**config.mk**
```make
export PLATFORM = sky130hd
export DESIGN_NAME = sync_fifo_thresh
export DESIGN_NICKNAME = d
export VERILOG_FILES = /design/src/rtl/sync_fifo_thresh.sv
export SDC_FILE = /design/constraint.sdc
export NUM_CORES = 1
export LEC_CHECK = 0
export CAP_MARGIN = 20
export CORE_UTILIZATION = 60
export CTS_BUF_LIST = sky130_fd_sc_hd__clkbuf_2
export DETAILED_ROUTE_END_ITERATION = 7
export PLACE_DENSITY = 0.81
export SLEW_MARGIN = 0
export SYNTH_ARGS = -nofsm -noshare
export SYNTH_HDL_FRONTEND = slang
export SYNTH_SLANG_ARGS = --single-unit
```
**constraint.sdc**
```tcl
create_clock -name clk_i -period 4.1 [get_ports clk_i]
set_clock_uncertainty 0.15 [all_clocks]
set_input_delay 0.82 -clock clk_i [delete_from_list [all_inputs] [get_ports clk_i]]
set_output_delay 0.82 -clock clk_i [all_outputs]
set_load 0.05 [all_outputs]
```
**src/rtl/sync_fifo_thresh.sv**
```systemverilog
// rtl/sync_fifo_thresh.sv - single-clock FWFT FIFO, any depth, occupancy count and thresholds
// Optional sticky overflow/underflow flags: define SYNC_FIFO_ERR_FLAGS_EN.
module sync_fifo_thresh #(
    parameter int DEPTH         = 8,
    parameter int DATA_WIDTH    = 8,
    parameter int AFULL_THRESH  = DEPTH - 1,
    parameter int AEMPTY_THRESH = 1
) (
    input  logic                         clk_i,
    input  logic                         rst_i,
    input  logic                         flush_i,
    input  logic                         wr_en_i,
    input  logic [DATA_WIDTH-1:0]        wr_data_i,
    input  logic                         rd_en_i,
    output logic [DATA_WIDTH-1:0]        rd_data_o,
    output logic                         full_o,
    output logic                         empty_o,
    output logic                         almost_full_o,
    output logic                         almost_empty_o,
    output logic [$clog2(DEPTH+1)-1:0]   count_o,
    output logic                         overflow_o,
    output logic                         underflow_o
);

    localparam int CW = $clog2(DEPTH + 1);
    localparam int PW = $clog2(DEPTH);
    localparam logic [PW-1:0] PTR_LAST  = PW'(DEPTH - 1);
    localparam logic [CW-1:0] COUNT_MAX = CW'(DEPTH);

    logic [DATA_WIDTH-1:0] mem [DEPTH];
    logic [PW-1:0]         wr_ptr_q;
    logic [PW-1:0]         rd_ptr_q;
    logic [CW-1:0]         count_q;
    logic                  push_acc;
    logic                  pop_acc;

    // Pointers run 0..DEPTH-1 and wrap explicitly, so DEPTH need not be a power of two.
    function automatic logic [PW-1:0] ptr_inc(input logic [PW-1:0] p);
        return (p == PTR_LAST) ? '0 : p + 1'b1;
    endfunction

    // Flags come from the registered count only; requests never reach outputs combinationally.
    assign full_o         = (count_q == COUNT_MAX);
    assign empty_o        = (count_q == '0);
    assign almost_full_o  = (int'(count_q) >= AFULL_THRESH);
    assign almost_empty_o = (int'(count_q) <= AEMPTY_THRESH);
    assign count_o        = count_q;

    // A push to a full FIFO is dropped even if a pop happens in the same cycle.
    assign push_acc = wr_en_i && !full_o  && !flush_i;
    assign pop_acc  = rd_en_i && !empty_o && !flush_i;

    // Head entry falls through; forced to zero so stale storage never leaks out.
    assign rd_data_o = empty_o ? '0 : mem[rd_ptr_q];

    // Storage write; the array itself is never reset.
    always_ff @(posedge clk_i) begin
        if (push_acc) begin
            mem[wr_ptr_q] <= wr_data_i;
        end
    end

    // Pointer and occupancy state; flush behaves like a synchronous reset.
    always_ff @(posedge clk_i or posedge rst_i) begin
        if (rst_i) begin
            wr_ptr_q <= '0;
            rd_ptr_q <= '0;
            count_q  <= '0;
        end else if (flush_i) begin
            wr_ptr_q <= '0;
            rd_ptr_q <= '0;
            count_q  <= '0;
        end else begin
            if (push_acc) begin
                wr_ptr_q <= ptr_inc(wr_ptr_q);
            end
            if (pop_acc) begin
                rd_ptr_q <= ptr_inc(rd_ptr_q);
            end
            case ({push_acc, pop_acc})
                2'b10:   count_q <= count_q + 1'b1;
                2'b01:   count_q <= count_q - 1'b1;
                default: count_q <= count_q;
            endcase
        end
    end

`ifdef SYNC_FIFO_ERR_FLAGS_EN
    logic overflow_q;
    logic underflow_q;

    // Sticky error flags record any rejected request until reset or flush.
    always_ff @(posedge clk_i or posedge rst_i) begin
        if (rst_i) begin
            overflow_q  <= 1'b0;
            underflow_q <= 1'b0;
        end else if (flush_i) begin
            overflow_q  <= 1'b0;
            underflow_q <= 1'b0;
        end else begin
            if (wr_en_i && full_o) begin
                overflow_q <= 1'b1;
            end
            if (rd_en_i && empty_o) begin
                underflow_q <= 1'b1;
            end
        end
    end

    assign overflow_o  = overflow_q;
    assign underflow_o = underflow_q;
`else
    assign overflow_o  = 1'b0;
    assign underflow_o = 1'b0;
`endif

endmodule

```
==> flow_summary.rst <==
.. list-table::
   :header-rows: 1

   * - Metric
     - Value
   * - IO buf count
     - 28
   * - Top-area cell type share of the netlist area
     - 59.0%
   * - Clock input transition at the sequential cells of the worst setup and hold paths
     - 0.19 ns
   * - Worst Max-Slew Pin Slew
     - 0.809 ns
   * - Number of synthesized register bits
     - 74
   * - Peak fanout along the critical path
     - 18
   * - Cell type contributing the most total cell area after synthesis
     - sky130_fd_sc_hd__edfxtp_1
   * - Total instance count after detailed placement
     - 300
   * - Gate count of the mapped netlist
     - 202
   * - Number of vias per cell
     - around 5.9
   * - Crit Path Category
     - reg2out
   * - Clock tree from TritonCTS
     - done
   * - Part of the total power dissipated in combinational logic
     - 40.5%
   * - X dimension of the die
     - 75.7 um
   * - Max-slew headroom at the worst pin
     - 46.1%
   * - Overall die height
     - ~76 um
   * - Clock latency on the worst-skew pair
     - roughly 0.50 ns
   * - Finish-stage setup viols
     - 0
   * - Switching share of power
     - 36.9%
   * - Total negative slack
     - 0 ns
   * - Number of antenna violations at the first check in global routing
     - 0
   * - P_sw
     - 0.786 mW
   * - Leading register cell type out of synthesis
     - sky130_fd_sc_hd__edfxtp_1
   * - Static power due to leakage
     - 1.30 nW
   * - Netlist Area Pre-Place
     - roughly 3300 sq um
   * - Maximum operating frequency
     - 266 MHz
   * - Commonest cells in the synthesized netlist
     - sky130_fd_sc_hd__edfxtp_1 (64), sky130_fd_sc_hd__nor2_1 (20), sky130_fd_sc_hd__mux4_2 (16)
   * - Post-layout min period
     - around 3.8 ns
   * - Min-delay worst type
     - in2async
   * - Maximum number of pins on one net before global-route repair
     - 19
   * - Critical path required time
     - 3.13 ns
   * - Global placement routability congestion
     - between 0.8 and 0.9
   * - Max VDD drop
     - 0.000299 V
   * - Antenna Cells
     - 0
   * - Depth of the CTS H-tree
     - 3
   * - Number of filler instances in the final layout
     - approximately 320
   * - Depth of the worst register-to-register path
     - 7
   * - Synth area leaders
     - sky130_fd_sc_hd__edfxtp_1 (59%), sky130_fd_sc_hd__mux4_2 (11%), sky130_fd_sc_hd__dfrtp_1 (7.7%), sky130_fd_sc_hd__ha_1 (3.1%), sky130_fd_sc_hd__mux2i_1 (2.8%)
   * - Power per cell area
     - 565 nW/um^2
   * - Post-synthesis to final-layout area growth
     - 15.7%
   * - Remaining antenna violation count
     - 0
   * - Number of nets in the layout
     - 265
   * - Drt wl/cell
     - 19.6 um
   * - Number of top-level pins
     - 31
   * - Sequential-to-total area share from yosys stat
     - 66.6%
   * - Number of max-slew violations in the final report
     - 0
   * - Most instantiated library cell after synthesis
     - sky130_fd_sc_hd__edfxtp_1
   * - Result of the run
     - complete, no violations
   * - Non-filler instance count after layout
     - 318
   * - Final routed wirelength across all metal layers
     - 6220 um
   * - Total Die Area
     - 5730 sq um
   * - Post-route worst hold slack
     - ~0.42 ns
   * - Number of optimization iterations in the first detailed-route pass
     - 4
   * - Critical path endpoint category
     - output pin
   * - Syn avg cell area
     - 16.1 sq um
   * - Tcrit/Tclk final
     - approximately nine tenths
   * - Starting DRT DRC Count
     - 238
   * - Drt drc
     - 0
   * - Root Buffer Master
     - sky130_fd_sc_hd__clkbuf_2
   * - Number of different library cells in the post-synthesis netlist
     - 38
   * - Post-synth EDFFs
     - 64
   * - Via count of the first global-routing pass
     - 1933
   * - Inserted Clock Buffers
     - 9
   * - Element type at the critical path start
     - flip-flop
   * - Wire length of the first global-routing pass
     - ~9600 um
   * - Via Count
     - 1883
   * - Overall overflow remaining after global route
     - 0
   * - Worst endpoint data arrival time
     - 2.78 ns
   * - Detailed placement HPWL
     - 4240 um
   * - Share of post-route cells with drive strength above 1
     - 19.4%
   * - Sequential cell fraction of total power
     - 41.9%
   * - Total of warnings raised by yosys
     - 0
   * - Final count of hold timing violations
     - 0
   * - Starting density of the core
     - 63.0%
   * - Clock sink count
     - 74
   * - Post-cts gate resize count
     - 0
   * - Cell Rows
     - 26
   * - Flop-to-flop setup slack
     - 1.20 ns
   * - Unrepaired setup endpoints after global routing
     - no
   * - Clock Power Share
     - 17.6%
   * - Total global-route track usage
     - approximately a quarter
   * - Number of buffers between clock root and the deepest sink
     - 2
   * - Internal Dissipation
     - 1.35 mW
   * - Max-capacitance violation count
     - 0
   * - Core Box Area
     - 5170 sq um
   * - Async set-or-reset flop fraction in the synthesized netlist
     - 13.5%
final cells by class:
type	instances	area, sq um	area share (%)
Clock buffer	12	60.1	1.59
Clock inverter	3	41.3	1.09
Inverter	6	22.5	0.597
Multi-Input combinational cell	111	1000	26.6
Sequential cell	74	2170	57.6
Tap cell	70	87.6	2.32
Timing Repair Buffer	42	385	10.2
power groups by stage:
| stage | logic, mW | clock network [mW] | registers (mW) |
|---|---|---|---|
| after floorplan | 0.589 | 0 | 0.922 |
| after CTS | 0.841 | 0.385 | 0.892 |
| after detailed placement | 0.836 | 0 | 0.909 |
| after global placement | 0.820 | 0 | 0.903 |
| after global routing | 0.924 | 0.410 | 0.898 |
| final | 0.864 | 0.375 | 0.893 |
worst paths after layout:
path,start,endpoint
worst max-delay path,rd_ptr_q[1],rd_data_o[7]
worst min-delay path,rst_i,rd_ptr_q[1]
worst max register to register,count_o[0],mem[2][0]
worst min register to register,wr_ptr_q[0],wr_ptr_q[0]
max in group asynchronous,rst_i,wr_ptr_q[1]
min in group clk_i,wr_ptr_q[0],wr_ptr_q[0]
registers in the layout, indices dropped and copies added (netlist names):
| name | cells |
|---|---|
| rd_ptr_q | 3 |
| wr_ptr_q | 3 |
| count_o | 4 |
| mem | 64 |
placed cells by master, fill, tap and decap left out, drive strengths merged, types with 3 or more instances in the layout:
cell           netlist  routed
nand3b               3       3
mux2i                9       9
nand2               11      11
nor2                20      20
nand3                4       4
nor3                 3       3
clkdlybuf4s50        0      28
inv                  6       6
a21oi                5       5
o21ai                4       4
buf                  9      14
clkbuf               3      12
dfrtp               10      10
nand2b               5       5
ha                   8       8
edfxtp              64      64
mux4                16      16
cells by family (layout without fill, tap and decap cells):
logic type | after synthesis | after routing | synth area share (%)
AOI/OAI and AO/OA | 17 | 17 | 3.61
xor gates and xnor gates | 1 | 1 | 0.269
adders and majority gates | 8 | 8 | 3.07
buffers and inverters | 18 | 63 | 2.69
DFF | 74 | 74 | 66.6
muxes | 27 | 27 | 14.5
other | 1 | 2 | 0.115
and+or+nand+nor | 56 | 56 | 9.10
layer usage:
layer / GRT usage [%] / routed length (um) / vias to the layer above
met5: 0 / 0 / -
li1: - / - / 860
met3: 4.76 / 302 / 19
met1: 29.4 / 2490 / 930
met2: 41.4 / 3220 / 74
met4: 15.4 / 209 / 0
repair_timing:
| action | CTS | global route |
|---|---|---|
| hold buffers | 0 | 0 |
| setup endpoints to repair | 0 | 1 |
| setup buffers | 0 | 3 |
worst max-delay path, cell delays in order, from the launching register on:
cell                              delay, ns
sky130_fd_sc_hd__dfrtp_1               0.91
sky130_fd_sc_hd__mux4_2                0.36
sky130_fd_sc_hd__mux2i_1               0.07
sky130_fd_sc_hd__nor2_1                0.11
sky130_fd_sc_hd__clkdlybuf4s50_1       0.82
through the flow:
| stage | area (sq um) | setup WS, ns | power (mW) | util (%) |
|---|---|---|---|---|
| floorplan | 3260 | 0.930 | 1.51 | - |
| global placement | 3650 | 0.849 | 1.72 | 70.5 |
| detailed placement | 3650 | 0.712 | 1.74 | 70.5 |
| CTS | 3750 | 0.130 | 2.12 | 72.5 |
| global route | 3770 | 0.206 | 2.23 | 72.9 |
| finish | 3770 | 0.346 | 2.13 | 72.9 |
Power figures use the tool's default switching activity.
